### config.mk
export PLATFORM = sky130hd
export DESIGN_NAME = fifo_txuart
export DESIGN_NICKNAME = d
export VERILOG_FILES = /design/src/rtl/fifo_txuart.sv
export SDC_FILE = /design/constraint.sdc
export NUM_CORES = 1
export LEC_CHECK = 0
export CAP_MARGIN = 25
export CORE_UTILIZATION = 45
export CTS_CLUSTER_SIZE = 28
export DETAILED_ROUTE_END_ITERATION = 8
export GPL_ROUTABILITY_DRIVEN = 0
export GPL_TIMING_DRIVEN = 0
export PLACE_DENSITY = 0.72
export SLEW_MARGIN = 30
export SYNTH_ARGS = -nofsm -noshare
export SYNTH_HDL_FRONTEND = slang
export SYNTH_SLANG_ARGS = --single-unit
### constraint.sdc
create_clock -name i_clk -period 3.4 [get_ports i_clk]
set_input_delay 0.34 -clock i_clk [delete_from_list [all_inputs] [get_ports i_clk]]
set_output_delay 0.34 -clock i_clk [all_outputs]
set_load 0.005 [all_outputs]
### src/rtl/fifo_txuart.sv
// rtl/fifo_txuart.sv - FIFO-draining 8N1 UART transmitter
//
// Reads bytes from a synchronous FIFO's read port and serialises each one as
// an 8N1 frame (start, 8 data bits LSB first, stop). Frames go out back to
// back with no idle gap while the FIFO stays non-empty.
//
// Ports:
//   i_clk         system clock, all logic on posedge
//   i_reset       synchronous active-high reset
//   i_fifo_empty  FIFO empty flag
//   i_fifo_data   FIFO head word, valid whenever i_fifo_empty is low
//   o_fifo_rd     combinational read strobe; FIFO advances on the edge it is high
//   o_uart_tx     registered serial line, idles high
//   o_busy        registered, high while a frame is in progress
module fifo_txuart #(
    parameter int unsigned CLOCKS_PER_BAUD = 868,
    parameter int unsigned LGBAUD          = 24
) (
    input  logic       i_clk,
    input  logic       i_reset,
    input  logic       i_fifo_empty,
    input  logic [7:0] i_fifo_data,
    output logic       o_fifo_rd,
    output logic       o_uart_tx,
    output logic       o_busy
);

    // Reject a divider that is too small or that the counter cannot hold.
    generate
        if (CLOCKS_PER_BAUD < 2 || (LGBAUD < 32 && (CLOCKS_PER_BAUD >> LGBAUD) != 0)) begin : g_bad_cfg
            $error("fifo_txuart: CLOCKS_PER_BAUD does not fit in LGBAUD bits or is below 2");
        end
    endgenerate

    typedef enum logic [3:0] {
        S_IDLE  = 4'd0,
        S_START = 4'd1,
        S_D0    = 4'd2,
        S_D1    = 4'd3,
        S_D2    = 4'd4,
        S_D3    = 4'd5,
        S_D4    = 4'd6,
        S_D5    = 4'd7,
        S_D6    = 4'd8,
        S_D7    = 4'd9,
        S_STOP  = 4'd10
    } state_t;

    localparam logic [LGBAUD-1:0] RELOAD = LGBAUD'(CLOCKS_PER_BAUD - 1);
    localparam logic [LGBAUD-1:0] ONE    = LGBAUD'(1);

    state_t            state_q, state_d;
    logic [LGBAUD-1:0] cnt_q, cnt_d;
    logic [7:0]        shift_q, shift_d;
    logic              tx_q, tx_d;
    logic              busy_q, busy_d;
    logic              cnt_zero;
    logic [3:0]        next_bit;

    assign cnt_zero = (cnt_q == '0);
    // Bit to drive when leaving START/D0..D6: START -> bit 0, Dk -> bit k+1.
    assign next_bit = state_q - 4'd1;

    always_comb begin
        state_d = state_q;
        cnt_d   = cnt_q;
        shift_d = shift_q;
        tx_d    = tx_q;

        o_fifo_rd = !i_reset && !i_fifo_empty &&
                    (state_q == S_IDLE || (state_q == S_STOP && cnt_zero));

        if (o_fifo_rd) begin
            // Byte is consumed at frame start; start bit appears next cycle.
            state_d = S_START;
            cnt_d   = RELOAD;
            shift_d = i_fifo_data;
            tx_d    = 1'b0;
        end else if (state_q != S_IDLE) begin
            if (!cnt_zero) begin
                cnt_d = cnt_q - ONE;
            end else begin
                cnt_d = RELOAD;
                case (state_q)
                    S_STOP: begin
                        state_d = S_IDLE;
                        cnt_d   = '0;
                        tx_d    = 1'b1;
                    end
                    S_D7: begin
                        state_d = S_STOP;
                        tx_d    = 1'b1;
                    end
                    default: begin
                        state_d = state_t'(state_q + 4'd1);
                        tx_d    = shift_q[next_bit[2:0]];
                    end
                endcase
            end
        end

        busy_d = (state_d != S_IDLE);
    end

    always_ff @(posedge i_clk) begin
        if (i_reset) begin
            state_q <= S_IDLE;
            cnt_q   <= '0;
            shift_q <= '0;
            tx_q    <= 1'b1;
            busy_q  <= 1'b0;
        end else begin
            state_q <= state_d;
            cnt_q   <= cnt_d;
            shift_q <= shift_d;
            tx_q    <= tx_d;
            busy_q  <= busy_d;
        end
    end

    assign o_uart_tx = tx_q;
    assign o_busy    = busy_q;

endmodule

==> run metrics, run 1 <==
status=completed; slowest CP cell=clkdlybuf4s50_1; sequential share of the synthesized area=a little under two fifths; TritonCTS buffer count=5; DP Worst Slack=slightly above 0.7 ns; CP delay by family, top=buffers and inverters; Crit path largest cell delay=0.50 ns; Fill cells=roughly 420; R2R depth=10; Period minus WS final=3.02 ns; Post-synth EDFFs=0; drt pass-1 iters=4; most frequent CP cell=inv_1; ys async rst share=0%; clk_lat worst skew=around 0.30 ns; CTS root buffer=clkbuf_8; TritonCTS clock tree=yes; CTS Sinks=38; Setup crit start kind=flip-flop; Synthesized Nets=roughly 250; first-pass GRT wire length=6840 um; Avg Cell Area, Syn=between 8 and 9 um^2; Post-Synth XOR/XNOR Area=about 7.8%; setup_tns=0 ns; Critical Path AT=2.68 ns; Routed WL=3750 um; Pwr Density=575 nW/um^2; cell accounting for the most synthesized area=dfxtp_1; critical-path maximum fanout=10; mux contribution to synthesized area=3.22%; layout cell share with drive strength beyond 1=11.7%; Setup crit end kind=primary output; vias in the first global route=1536; PortBufs=13; # DRC=0; WL per Instance=12.5 um; core region area=4320 um^2; Final setup viols=0; Reg area=761 um^2; CTS Buffer Depth=2; WP data required=around 3 ns; gr ovfl total=0; Critical Path Stages=8; die area=4770 um^2; Synth Register Bits=38; Clock Skews=a little under 0.009 ns; Netlist Area Pre-Place=2020 um^2; Design Area, Final=2300 um^2; initial antenna violation count=0; Leak=0.000853 uW; vias post-DR=1621; CP cell instances=inv_1 > ha_1 > nand2_1 > nor4_4 > o21ai_2 > clkbuf_1 > inv_1 > clkdlybuf4s50_1; number of routed nets with antenna violations=0; # hold bufs at CTS=0; Worst-path clk slew=~0.080 ns; Die X=around 69 um; Synth warnings=0; post-synthesis compound-gate area fraction=13.1%; initial core utilization=46.8%; pin count of the biggest net entering global routing=12; Max-Cap Viols=0; die height=a little under 70 um; Peak supply drop=0.242 mV; top cell type's share of synthesized area=between 30% and 40%; Area growth syn-to-layout=13.6%; 1st-iter DRT viols=75; Rel. slew slack=60.3%; crit path buf inv count=4; Tcrit/Tclk final=88.7%; post-synth cell types=50; Worst-Margin Slew=0.592 ns; hold crit path type=flip-flop to flip-flop; commonest non-fill, non-tap cell in the layout=dfxtp_1; Placed Instance Area=2220 um^2; gr usage total=17.8%; RSZ-0062 raised after global routing=no; Main synth FF type=dfxtp_1; Fin. Hold Viols=0; H-tree Lvls=2; Post-CTS Setup Inserts=0; Synth area leaders=dfxtp_1 38%, nor2_1 5.9%, xnor2_1 5.2%, ha_1 3.7%, o21ai_0 3.2%; hpwl dp=2760 um; row count=24; Nets=265; Via-to-Cell Ratio=approximately 5.4; diode count=0; IO Count=14; final max-slew violation count=0; Multi-input gate area=roughly 1100 um^2; Synth Area in Simple Gates=between 20% and 30%; Max Fclk=0.331 GHz; post_cts resized=0; Synth Area in Adders=3.71%; Mapped Cells=228; largest family of logic cells by synthesized area=simple AND/OR/NAND/NOR gates; Hold Path Depth=2; final worst slack=0.383 ns; CP Class=flip-flop to primary output; most frequent cells in the layout=38 x dfxtp_1, 32 x nor2_1, 14 x inv_1; Core Util, Final=53.1%
synthesized netlist by cell type, drive strengths merged, types with 4 or more instances:
cell,instances
nand2,12
nor2,35
o21ai,14
dfxtp,38
clkbuf,4
inv,14
nor3,14
nand3b,8
ha,6
nor4,8
xnor2,12
xor2,6
buf,6
nand3,7
a21oi,10
logic make-up after synthesis:
family | after synthesis
adder cells (fa/ha/maj) | 6
AND/OR/NAND/NOR | 97
XOR/XNOR | 18
multiplexers | 4
buffers and inverters | 24
flip-flops | 38
AO/OA/AOI/OAI | 41
layout make-up:
cell class	instances	share of cell area, %
sequential	38	33.1
tap	52	2.83
buffer	10	3.05
clock buffer	5	3.00
clock inverter	2	0.436
timing repair buffer	13	5.67
inverter	14	2.29
multi-input combinational	166	49.6
worst paths after layout:
path | start | to | slack [ns]
hold / removal | shift_q[0] | shift_q[0] | 0.49
setup / recovery | state_q[0] | o_fifo_rd | 0.38
hold reg to reg | shift_q[0] | shift_q[0] | 0.49
setup reg to reg | state_q[0] | cnt_q[22] | 0.87
metrics by stage:
step / power (uW) / std cells / hold WS [ns]
2_1_floorplan: 926 / 228 / 0.452
3_3_place_gp: 1020 / 293 / 0.469
6_report: 1320 / 300 / 0.493
5_1_grt: 1420 / 300 / 0.527
3_5_place_dp: 1030 / 293 / 0.478
4_1_cts: 1330 / 300 / 0.496
worst reg2reg max path, cell delays in order (launching register included):
cell     delay [ns]
dfxtp_1        0.51
inv_1          0.18
ha_1           0.25
or3b_1         0.16
buf_2          0.17
nand4_4        0.16
nor3_2         0.46
or3b_1         0.20
buf_6          0.13
buf_8          0.14
nor2_1         0.06
flip-flops by register name, summed over array words and instances, names as in the netlist:
name,flops
o_uart_tx,1
shift_q,8
cnt_q,24
o_busy,1
state_q,4
routing by layer:
metal  vias up  routed length, um  global-route usage (%)
met4         0                150                    8.84
met2        35               1680                    27.8
met3        14                164                    5.56
met1       732               1760                    22.0
li1        840                  -                       -
met5         -                  0                       0
power breakdown:
group / leakage (uW) / switching (uW) / internal [uW]
Sequential: 0.000311 / 56.7 / 502
Combinational: 0.000498 / 262 / 201
Clock: 0.0000438 / 162 / 138
Total: 0.000853 / 480 / 841
Note: power is estimated with default switching activity, not from simulation.
==> run 2: changes to the inputs <==
--- a/config.mk
+++ b/config.mk
@@ -7,7 +7,6 @@
 export LEC_CHECK = 0
 export CAP_MARGIN = 25
 export CORE_UTILIZATION = 45
-export CTS_CLUSTER_SIZE = 28
 export DETAILED_ROUTE_END_ITERATION = 8
 export GPL_ROUTABILITY_DRIVEN = 0
 export GPL_TIMING_DRIVEN = 0
==> results of run 2 <==
Final layout, timing and power as in run 1 (identical DEF).
